[config.mk]
export PLATFORM = sky130hd
export DESIGN_NAME = zero_pattern_gen
export DESIGN_NICKNAME = d
export VERILOG_FILES = /design/src/rtl/zero_pattern_gen.sv
export SDC_FILE = /design/constraint.sdc
export NUM_CORES = 1
export LEC_CHECK = 0
export CORE_UTILIZATION = 48
export CTS_BUF_LIST = sky130_fd_sc_hd__clkbuf_4
export DETAILED_ROUTE_END_ITERATION = 8
export GPL_ROUTABILITY_DRIVEN = 0
export GPL_TIMING_DRIVEN = 0
export MAX_ROUTING_LAYER = met4
export PLACE_DENSITY = 0.76
export SLEW_MARGIN = 20
export SYNTH_ARGS = -nofsm -noshare
export SYNTH_HDL_FRONTEND = slang
export SYNTH_SLANG_ARGS = --single-unit
[constraint.sdc]
create_clock -name clk -period 1.6 [get_ports clk]
set_input_delay 0.16 -clock clk [delete_from_list [all_inputs] [get_ports clk]]
set_output_delay 0.16 -clock clk [all_outputs]
set_load 0.1 [all_outputs]
[src/rtl/zero_pattern_gen.sv]
// Zero-pattern generator: turns a zero count N into a WIDTH-bit thermometer word
// with N zeros in the LSBs, streamed LSB first and then presented in parallel.
module zero_pattern_gen #(
  parameter int WIDTH = 8,
  parameter int CW    = 4
) (
  input  logic             clk,
  input  logic             rst,
  input  logic             in_valid,
  output logic             in_ready,
  input  logic [CW-1:0]    zcount,
  output logic             sout,
  output logic             sout_valid,
  output logic             sout_last,
  output logic [WIDTH-1:0] word_out,
  output logic             done,
  output logic             err
);

  localparam int            IW       = (WIDTH > 2) ? $clog2(WIDTH) : 1;
  localparam logic [CW-1:0] WIDTH_C  = CW'(WIDTH);
  localparam logic [IW-1:0] LAST_IDX = IW'(WIDTH - 1);

  typedef enum logic {
    IDLE,
    SHIFT
  } state_e;

  state_e           state_q;
  logic [IW-1:0]    idx_q;
  logic [IW-1:0]    idx_d;
  logic [CW-1:0]    n_q;
  logic [CW-1:0]    n_d;
  logic             sat_d;
  logic [WIDTH-1:0] asm_q;
  logic [WIDTH-1:0] word_q;
  logic             sout_q;
  logic             sout_valid_q;
  logic             sout_last_q;
  logic             done_q;
  logic             err_q;

  // NOTE: every always_comb output gets a value on every path, so no latch is inferred.
  always_comb begin
    sat_d = (zcount > WIDTH_C);
    n_d   = sat_d ? WIDTH_C : zcount;
    idx_d = idx_q + 1'b1;
  end

  // NOTE: state uses non-blocking assignments so every register samples pre-edge values.
  // NOTE: the assembly register is reset as well; it is small and keeps X out of word_out.
  always_ff @(posedge clk or posedge rst) begin
    if (rst) begin
      state_q      <= IDLE;
      idx_q        <= '0;
      n_q          <= '0;
      asm_q        <= '0;
      word_q       <= '0;
      sout_q       <= 1'b0;
      sout_valid_q <= 1'b0;
      sout_last_q  <= 1'b0;
      done_q       <= 1'b0;
      err_q        <= 1'b0;
    end else begin
      done_q <= 1'b0;
      case (state_q)
        IDLE: begin
          if (in_valid) begin
            n_q          <= n_d;
            err_q        <= sat_d;
            idx_q        <= '0;
            // Bit 0 is a zero unless no zeros were requested.
            sout_q       <= (n_d == '0);
            sout_valid_q <= 1'b1;
            sout_last_q  <= (LAST_IDX == '0);
            state_q      <= SHIFT;
          end
        end
        SHIFT: begin
          asm_q[idx_q] <= sout_q;
          if (sout_last_q) begin
            // The final bit is still in flight, so splice it in directly.
            word_q       <= {sout_q, asm_q[WIDTH-2:0]};
            done_q       <= 1'b1;
            idx_q        <= '0;
            sout_q       <= 1'b0;
            sout_valid_q <= 1'b0;
            sout_last_q  <= 1'b0;
            state_q      <= IDLE;
          end else begin
            idx_q       <= idx_d;
            sout_q      <= (CW'(idx_d) >= n_q);
            sout_last_q <= (idx_d == LAST_IDX);
          end
        end
        default: state_q <= IDLE;
      endcase
    end
  end

  assign in_ready   = (state_q == IDLE);
  assign sout       = sout_q;
  assign sout_valid = sout_valid_q;
  assign sout_last  = sout_last_q;
  assign word_out   = word_q;
  assign done       = done_q;
  assign err        = err_q;

endmodule
==> flow_metrics.env <==
export IMPL_status="finished with violations"
export IMPL_violations="negative setup slack"
export IMPL_fin_util_pct=69.67
export IMPL_synth_compound_area_share_pct=5.607
export IMPL_synth_nets=116
export IMPL_num_vias=865
export IMPL_synthArstFlopShare_pct=100.0
export IMPL_rr_startpoint="idx_q[1]"
export IMPL_synthMuxAreaShare_pct=14.07
export IMPL_die_h_um=52.57
export IMPL_crit_type="reg -> reg"
export IMPL_met2_usage_pct=32.28
export IMPL_regToRegSetupSlack_ns=-0.06
export IMPL_antenna_cells=0
export IMPL_synth_area_top_cells="dfrtp_1, mux2_2, ha_1"
export IMPL_synth_ff_type="dfrtp_1"
export IMPL_drv_slew=0
export IMPL_drive_above_1_share_pct=37.59
export IMPL_clock_sinks=28
export IMPL_cts_clk_slew_worst_paths_ns=0.16
export IMPL_ios=21
export IMPL_cts_made_buffers=3
export IMPL_antenna_found_initial=0
export IMPL_synthXorXnorAreaFrac_pct=0.7136
export IMPL_synth_top_family_by_area="multiplexers"
export IMPL_syn_inst=104
export IMPL_nets=146
export IMPL_grt_pass1_wl_um=3877
export IMPL_ff2ff_path_depth=6
export IMPL_met3_usage_pct=3.478
export IMPL_synth_seq_cells=28
export IMPL_place_hpwl_um=1476
export IMPL_use_met1_pct=25.90
export IMPL_syn_area_per_cell_um2=11.80
export IMPL_drt_wl_total_um=2258
export IMPL_timing_slew_headroom_pct=62.09
export IMPL_synth_most_common_cell="dfrtp_1"
export IMPL_cp_data_required_time_ns=1.83
export IMPL_drc=0
export IMPL_crit_path_end_kind="register"
export IMPL_finalInstanceArea_um2=1615
export IMPL_clockBufferDepth=2
export IMPL_rsz0062_at_grt="true"
export IMPL_skew_ns=0.004206
export IMPL_die_area_um2=2764
export IMPL_viasPerCell=5.373
export IMPL_drt_first_pass_iters=4
export IMPL_synth_edf_count=0
export IMPL_fin_crit_sh_pct=103.8
export IMPL_grt_usage_pct=20.17
export IMPL_io_buffer_count=20
export IMPL_initial_core_util_pct=52.94
export IMPL_cp_start_kind="register"
export IMPL_synth_top_area_share_pct=57.08
export IMPL_fmax_mhz=602.4
export IMPL_gr_max_usage_layer="met2"
export IMPL_ant_nets=0
export IMPL_insertion_delay_ns=0.33
export IMPL_max_cap_viol_count=0
export IMPL_finalCriticalPeriod_ns=1.660
export IMPL_cts_max_level=1
export IMPL_finalSetupViolCount=1
export IMPL_hp_class="in -> async"
export IMPL_drtIter0Drc=10
export IMPL_grt_pass1_vias=863
export IMPL_r2r_end="sout"
export IMPL_worst_pin_slew_ns=0.5677
export IMPL_arrival_ns=1.89
export IMPL_synthAdderAreaFrac_pct=5.097
export IMPL_grt_max_degree=29
export IMPL_synth_cell_type_count=24
export IMPL_cts_root_buf="clkbuf_4"
export IMPL_overflow=0
export IMPL_netlist_area_um2=1227
export IMPL_placementRows=17
export IMPL_yosysTopAreaCell="dfrtp_1"
export IMPL_area_growth_pct=31.60
export IMPL_crit_path_max_fanout=3
export IMPL_worst_slack_ns=-0.06002
export IMPL_hold_viol=0
export IMPL_cts_tree="built"
export IMPL_placed_cell_area_um2=1474
export IMPL_yosysWarnings=0
export IMPL_hold_buffers=0
export IMPL_die_width_um=52.57
export IMPL_synth_simple_gate_area_share_pct=13.86
export IMPL_routedWlPerCell_um=14.02
export IMPL_synth_common_cells="dfrtp_1, mux2_2, nand2_1"
export IMPL_core_um2=2318
export IMPL_seq_area_frac_synth_pct=57.08
critical path: stages, from the launching register on:
cell and delay [ns]:
dfrtp_2 0.47, ha_4 0.17, xor2_2 0.14, ha_1 0.29
a21oi_1 0.12, o21ai_1 0.08, a221o_1 0.29
registers in the layout (all words and copies together) (netlist names):
| register | cells |
|---|---|
| sout | 1 |
| sout_valid | 1 |
| asm_q | 7 |
| sout_last | 1 |
| word_out | 8 |
| idx_q | 3 |
| err | 1 |
| done | 1 |
| n_q | 4 |
| state_q | 1 |
repair_timing:
| item | CTS | global route |
|---|---|---|
| buffers inserted | 5 | 0 |
| endpoints found under the setup margin | 15 | 3 |
| pin swaps | 3 | 1 |
| resized for setup | 52 | 3 |
final cells by class:
cell class | instances | area, µm²
inverters | 9 | 33.78
plain buffers | 2 | 10.01
multi-input cells | 65 | 528.0
repair buffers | 25 | 251.5
clock buffers | 3 | 22.52
well taps | 28 | 35.03
fillers | 169 | 703.2
flip-flops and latches | 28 | 704.4
clock inverters | 1 | 30.03
cell usage in the layout (no fill, tap or decap), types with 2 or more instances in the layout:
cell type,netlist,routed
nand2_1,10,10
buf_2,2,2
nand4_1,2,2
nand2b_1,4,4
clkdlybuf4s15_2,0,12
nor3_1,4,4
nor2_1,4,4
nor2b_1,2,2
ha_4,0,3
nor3b_1,2,2
inv_2,1,2
dfrtp_2,0,3
dfrtp_1,28,25
nand3b_1,2,2
ha_1,5,2
inv_1,8,7
clkbuf_4,0,5
o21ai_0,7,6
mux2_2,14,14
buf_4,0,4
clkdlybuf4s50_1,0,6
cell families after synthesis:
family / count (synthesis)
simple gates: 33
flops: 28
mux: 15
compound gates: 11
buf+inv: 11
fa+ha+maj: 5
xor+xnor: 1
through the flow:
stage	TNS, ns	std cells	hold WS, ns	worst slack (ns)
finish	-0.06002	161	0.1783	-0.06002
global route	-0.1248	161	0.2460	-0.1248
CTS	-0.06704	161	0.4150	-0.06704
detailed placement	-1.043	152	0.4648	-0.3235
global placement	-0.9511	152	0.4608	-0.3120
floorplan	-0.08492	104	0.2253	-0.08492
worst max-delay path by stage:
stage,start,end
CTS,idx_q[1],sout
detailed placement,state_q,in_ready
global placement,state_q,in_ready
finish,idx_q[1],sout
floorplan,idx_q[1],sout
global route,idx_q[0],sout
routing by layer:
| metal | share of wire [%] | wire length (µm) | up-vias |
|---|---|---|---|
| met5 | 0 | 0 | - |
| met4 | 0.53 | 12 | 0 |
| met3 | 4.1 | 92 | 2 |
| met2 | 47 | 1071 | 30 |
| met1 | 48 | 1080 | 417 |
| li1 | - | - | 416 |
Power of run 1 is left out: the tool's default activity adds up to more than one toggle a clock period on the data nets, which glitch-free logic cannot reach.
